$ cat src/rtl/regfile_pkg.sv
// Shared register-file types for the write-port arbiter: address widths,
// the queued LLU entry layout and the stall FSM states.
package regfile_pkg;
    localparam int REG_ADDR_W = 5;
    localparam logic [REG_ADDR_W-1:0] REG_ZERO = 5'd0;
    localparam int NUM_REGS = 32;
    localparam int DATA_W = 32;

    typedef struct packed {
        logic                  live;
        logic [REG_ADDR_W-1:0] dest;
        logic [DATA_W-1:0]     data;
    } llu_entry_t;

    typedef enum logic {
        IDLE,
        STALL
    } arbState_t;
endpackage

$ cat src/rtl/llu_result_fifo.sv
// Small circular queue of LLU results with a per-entry WAW kill port and
// registered pending-write mask built from the live entries.
module llu_result_fifo
    import regfile_pkg::*;
#(
    parameter int DEPTH = 4
) (
    input  logic                  clk,
    input  logic                  reset,
    input  logic                  push,
    input  logic [REG_ADDR_W-1:0] pushDest,
    input  logic [DATA_W-1:0]     pushData,
    input  logic                  pop,
    input  logic                  killEn,
    input  logic [REG_ADDR_W-1:0] killDest,
    output logic                  full,
    output logic                  empty,
    output logic                  headLive,
    output logic [REG_ADDR_W-1:0] headDest,
    output logic [DATA_W-1:0]     headData,
    output logic [NUM_REGS-1:0]   pendingMask
);
    localparam int PTR_W = $clog2(DEPTH);

    llu_entry_t          mem [DEPTH];
    logic [PTR_W-1:0]    rdPtr;
    logic [PTR_W-1:0]    wrPtr;
    logic [PTR_W:0]      count;
    logic [DEPTH-1:0]    nextLive;
    logic [NUM_REGS-1:0] nextMask;

    assign full     = (count == (PTR_W+1)'(DEPTH));
    assign empty    = (count == '0);
    assign headLive = !empty && mem[rdPtr].live;
    assign headDest = mem[rdPtr].dest;
    assign headData = mem[rdPtr].data;

    // Live bits after this edge: kill first, then a popped slot dies and a pushed slot is born.
    always_comb begin
        nextLive = '0;
        nextMask = '0;
        for (int i = 0; i < DEPTH; i++) begin
            nextLive[i] = mem[i].live && !(killEn && (mem[i].dest == killDest));
            if (pop && (rdPtr == PTR_W'(i)))
                nextLive[i] = 1'b0;
            if (push && (wrPtr == PTR_W'(i)))
                nextLive[i] = 1'b1;
            if (nextLive[i])
                nextMask[(push && (wrPtr == PTR_W'(i))) ? pushDest : mem[i].dest] = 1'b1;
        end
    end

    always_ff @(posedge clk or negedge reset) begin
        if (!reset) begin
            rdPtr       <= '0;
            wrPtr       <= '0;
            count       <= '0;
            pendingMask <= '0;
            for (int i = 0; i < DEPTH; i++)
                mem[i] <= '0;
        end else begin
            for (int i = 0; i < DEPTH; i++)
                mem[i].live <= nextLive[i];
            if (push) begin
                mem[wrPtr].dest <= pushDest;
                mem[wrPtr].data <= pushData;
                wrPtr           <= wrPtr + PTR_W'(1);
            end
            if (pop)
                rdPtr <= rdPtr + PTR_W'(1);
            if (push && !pop)
                count <= count + (PTR_W+1)'(1);
            else if (pop && !push)
                count <= count - (PTR_W+1)'(1);
            pendingMask <= nextMask;
        end
    end
endmodule

$ cat src/rtl/regfile_write_arbiter.sv
// Shares the register file write port between WB (zero latency, priority) and
// queued LLU results; raises a stall when the queue head starves.
module regfile_write_arbiter
    import regfile_pkg::*;
#(
    parameter int N            = DATA_W,
    parameter int DEPTH        = 4,
    parameter int STARVE_LIMIT = 8
) (
    input  logic                  clk,
    input  logic                  reset,
    input  logic                  wb_regwrite,
    input  logic [REG_ADDR_W-1:0] wb_reg,
    input  logic [N-1:0]          wb_data,
    input  logic                  llu_valid,
    output logic                  llu_ready,
    input  logic [REG_ADDR_W-1:0] llu_reg,
    input  logic [N-1:0]          llu_data,
    output logic                  RegWrite,
    output logic [REG_ADDR_W-1:0] WriteRegister,
    output logic [N-1:0]          WriteData,
    output logic [NUM_REGS-1:0]   pending_mask,
    output logic                  stall_req
);
    localparam int CNT_W = $clog2(STARVE_LIMIT) + 1;

    arbState_t             state;
    arbState_t             stateNext;
    logic [CNT_W-1:0]      starveCnt;
    logic                  fifoFull;
    logic                  fifoEmpty;
    logic                  headLive;
    logic [REG_ADDR_W-1:0] headDest;
    logic [N-1:0]          headData;
    logic                  wbActive;
    logic                  drainHead;
    logic                  popHead;
    logic                  headWaiting;
    logic                  lluFire;
    logic                  pushEn;

    // Outputs are gated by reset so nothing reaches the register file while it is held.
    assign stall_req   = (state == STALL);
    assign llu_ready   = reset && !fifoFull;
    assign wbActive    = reset && !stall_req && wb_regwrite && (wb_reg != REG_ZERO);
    assign drainHead   = headLive && (stall_req || !wbActive);
    assign popHead     = !fifoEmpty && (!headLive || drainHead);
    assign headWaiting = headLive && !drainHead;
    assign lluFire     = llu_valid && llu_ready;
    assign pushEn      = lluFire && (llu_reg != REG_ZERO) && !(wbActive && (wb_reg == llu_reg));

    assign RegWrite      = wbActive || drainHead;
    assign WriteRegister = wbActive ? wb_reg  : headDest;
    assign WriteData     = wbActive ? wb_data : headData;

    llu_result_fifo #(
        .DEPTH(DEPTH)
    ) resultFifo (
        .clk        (clk),
        .reset      (reset),
        .push       (pushEn),
        .pushDest   (llu_reg),
        .pushData   (llu_data),
        .pop        (popHead),
        .killEn     (wbActive),
        .killDest   (wb_reg),
        .full       (fifoFull),
        .empty      (fifoEmpty),
        .headLive   (headLive),
        .headDest   (headDest),
        .headData   (headData),
        .pendingMask(pending_mask)
    );

    // Counts cycles a live head is passed over; any pop or loss of a live head restarts it.
    always_ff @(posedge clk or negedge reset) begin
        if (!reset)
            starveCnt <= '0;
        else if (popHead || !headLive)
            starveCnt <= '0;
        else
            starveCnt <= starveCnt + CNT_W'(1);
    end

    always_ff @(posedge clk or negedge reset) begin
        if (!reset)
            state <= IDLE;
        else
            state <= stateNext;
    end

    always_comb begin
        stateNext = state;
        case (state)
            IDLE:    if (headWaiting && (starveCnt == CNT_W'(STARVE_LIMIT - 1))) stateNext = STALL;
            STALL:   if (drainHead) stateNext = IDLE;
            default: stateNext = IDLE;
        endcase
    end
endmodule

$ cat config.mk
export PLATFORM = sky130hd
export DESIGN_NAME = regfile_write_arbiter
export DESIGN_NICKNAME = d
export VERILOG_FILES = /design/src/rtl/regfile_pkg.sv /design/src/rtl/llu_result_fifo.sv /design/src/rtl/regfile_write_arbiter.sv
export SDC_FILE = /design/constraint.sdc
export NUM_CORES = 1
export LEC_CHECK = 0
export BUFFER_PORTS_ARGS = -buffer_cell sky130_fd_sc_hd__buf_2
export CORE_MARGIN = 2
export CORE_UTILIZATION = 37
export DETAILED_ROUTE_END_ITERATION = 10
export SETUP_SLACK_MARGIN = 0.3
export SYNTH_ARGS = -nofsm -noshare
export SYNTH_HDL_FRONTEND = slang
export SYNTH_SLANG_ARGS = --single-unit
$ cat constraint.sdc
create_clock -name clk -period 4.7 [get_ports clk]
set_clock_uncertainty 0.15 [all_clocks]
set_input_delay 1.41 -clock clk [delete_from_list [all_inputs] [get_ports clk]]
set_output_delay 1.41 -clock clk [all_outputs]
set_load 0.05 [all_outputs]
==> results.json <==
{
  "routed_wl_um": 35200,
  "cts_sinks": 196,
  "drc": 0,
  "dieArea_um2": 30000,
  "finalHoldViolations": 0,
  "hold_buffers": 0,
  "die_h_um": 173,
  "avgSynthCellArea_um2": 8.62,
  "cts_buffer_depth": 2,
  "dr.first_iter.drc_count": 916,
  "crit_type": "primary input to primary output",
  "num_vias": 9693,
  "via_per_inst": 5.43,
  "cp.required_ns": 3.14,
  "synth-seq-cells": 196,
  "fin_tns_setup_ns": 0,
  "start_util": 0.378,
  "slew_viol_final": 0,
  "hold_class": "flip-flop to flip-flop",
  "cts_tree": "done",
  "synthesis.nets": 1317,
  "core_area_um2": 28000,
  "synthTopCellsByArea": "dfrtp_1, nand2_1, mux4_2",
  "worstSetupStartpoint": "wb_reg[3]",
  "p_sw_w": 0.00424,
  "pwr-share-comb": 0.515,
  "ioPinCount": 150,
  "grt_max_degree": 74,
  "ys_types": 48,
  "synth-simple-area-share": 0.258,
  "cp.buffers_inverters": 5,
  "arrival_ns": 2.98,
  "grt_setup_unrepaired": "yes",
  "netlist.area_leader.share": 0.463,
  "seq_area_frac_synth": 0.463,
  "fin_crit_sh": 0.966,
  "cp_max_fo": 7,
  "reg2reg_from": "stall_req",
  "powerDensity_nw_per_um2": 676,
  "firstDrtPassIters": 6,
  "ctsRootBufferMaster": "clkbuf_16",
  "cp_slowest_cell": "or4_4",
  "htreeDepth": 4,
  "ir_drop_uv": 417,
  "cp_common_cell": "buf_12",
  "synthAdderAreaFrac": 0.0137,
  "switching_share": 0.455,
  "intPower_w": 0.00508,
  "gr-total-overflow": 0,
  "layout-drive-gt1-share": 0.288,
  "synth_top_area_cell": "dfrtp_1",
  "start_kind": "primary input",
  "final_nets": 1481,
  "clkTransAtPathRegs_ns": 0.08,
  "dpl-instance-area_um2": 12400,
  "ys.flop_type": "dfrtp_1",
  "hold_start": "starveCnt[0]",
  "synthArstFlopShare": 1.00,
  "synth_edf_count": 0,
  "std_cell_rows": 61,
  "clock.fmax_mhz": 220,
  "path_cells": "buf_6 -> or4_4 -> o21ai_4 -> buf_12 -> buf_12 -> buf_12 -> nand2_4 -> nand2_4 -> buf_8",
  "slew_headroom": 0.179,
  "synth_xor_area_frac": 0.0265,
  "synthCells": 1228,
  "die_w_um": 173,
  "gp_congestion": 0.913,
  "cts_buffers": 17,
  "wl_per_cell_um": 19.7,
  "grt_pass1_wl_um": 54700,
  "antenna_found_initial": 1,
  "grt.total_usage": 0.235,
  "status": "finished, final reports clean",
  "syn_area_um2": 10600,
  "worst_pin_slew_ns": 1.23,
  "power_leakage_nw": 6.83,
  "portBuffers": 149,
  "synth_common_cells": "nand2_1, dfrtp_1, o21ai_0",
  "power_frac_clock": 0.164,
  "design_area_um2": 13800,
  "grt_pass1_vias": 9423,
  "syn2layout_area_growth_pct": 30.1,
  "seqPwrFrac": 0.321,
  "end_kind": "primary output",
  "ys_warn_count": 0,
  "synthMuxAreaShare": 0.108,
  "drv_cap": 0,
  "hpwl_um": 21900,
  "final-setup-viol-count": 0,
  "insertion_delay_ns": 0.44,
  "cpLargestDelayFamily": "buffers and inverters",
  "slowest_delay_ns": 0.55,
  "synth_top_family_by_area": "simple AND/OR/NAND/NOR gates",
  "period_needed_ns": 4.54,
  "yosysMostFrequentCell": "nand2_1",
  "synth_compound_area_frac": 0.0983,
  "antenna_left": 0
}
## per-stage QoR
step                std cells  hold WS, ns  total power [W]  setup slack [ns]   util
finish                   1784        0.325          0.00932             0.160  0.492
global route             1783        0.338          0.00986             0.102  0.492
CTS                      1779        0.320          0.00920             0.182  0.485
detailed placement       1739        0.307          0.00716            0.0556  0.442
global placement         1739        0.298          0.00708            0.0855  0.442
floorplan                1228        0.283          0.00603             0.239      -
## power groups by stage
stage          Sequential [W]  Clock [W]  Combinational (W)
2_1_floorplan         0.00283          0            0.00320
3_3_place_gp          0.00298          0            0.00410
3_5_place_dp          0.00300          0            0.00416
4_1_cts               0.00297    0.00156            0.00468
5_1_grt               0.00307    0.00164            0.00516
6_report              0.00299    0.00153            0.00480
## path summary, 6_finish.rpt
check	endpoint	slack, ns	cells past startpoint
max	WriteData[1]	0.16	9
min	starveCnt[0]	0.33	1
max reg2reg	resultFifo.pendingMask[30]	1.21	12
min reg2reg	starveCnt[0]	0.33	1
max in group asynchronous	resultFifo.rdPtr[1]	2.01	3
min in group asynchronous	resultFifo.pendingMask[26]	0.94	2
## cell usage in the layout (no fill, tap or decap), types with 9 or more instances in the layout
cell,synthesis,routed
nand2_1,573,479
dfrtp_1,196,194
buf_2,12,113
o21ai_0,102,102
buf_4,0,57
nand2_4,0,50
mux4_2,38,38
nand2_2,0,38
nor2_1,35,35
o2111ai_1,32,32
xnor2_1,27,27
mux2i_1,27,27
buf_8,0,26
clkbuf_16,0,19
nand2b_1,12,12
nand3b_1,11,11
nand3_1,10,10
ha_1,10,10
buf_6,1,10
inv_1,9,9
nor4_1,9,9
## what timing repair did
| item | 4_1_cts | 5_1_grt |
|---|---|---|
| pin swaps | 6 | 6 |
| cloned | 4 | 2 |
| buffers inserted | 4 | 2 |
| gates resized for setup | 146 | 25 |
| setup endpoints to repair | 33 | 34 |
| hold endpoints to repair | 0 | 0 |
## metal layers
| metal | global-route usage | part of all wire | routed length [µm] |
|---|---|---|---|
| met1 | 0.323 | 0.43 | 15200 |
| met5 | 0 | 0 | 0 |
| met2 | 0.373 | 0.47 | 16400 |
| met4 | 0.0692 | 0.022 | 779 |
| met3 | 0.0512 | 0.081 | 2850 |
## final cells by class
class                           instances  area (µm²)
Fill cell                            2664       14200
Sequential cell                       196        4910
Multi-Input combinational cell        947        5910
Antenna cell                            1        2.50
Timing Repair Buffer                  220        1810
Clock inverter                         15         195
Tap cell                              378         473
Clock buffer                           17         425
Inverter                               10        50.0
## kinds of logic (layout without fill, tap and decap cells)
family          count (synthesis)  in the layout
flops                         196            196
compound gates                162            162
xor+xnor                       32             32
fa+ha+maj                      11             11
other cells                     0              1
buf+inv                        85            262
simple gates                  675            675
mux                            67             67
No activity file was read; power rests on OpenSTA's default activity.
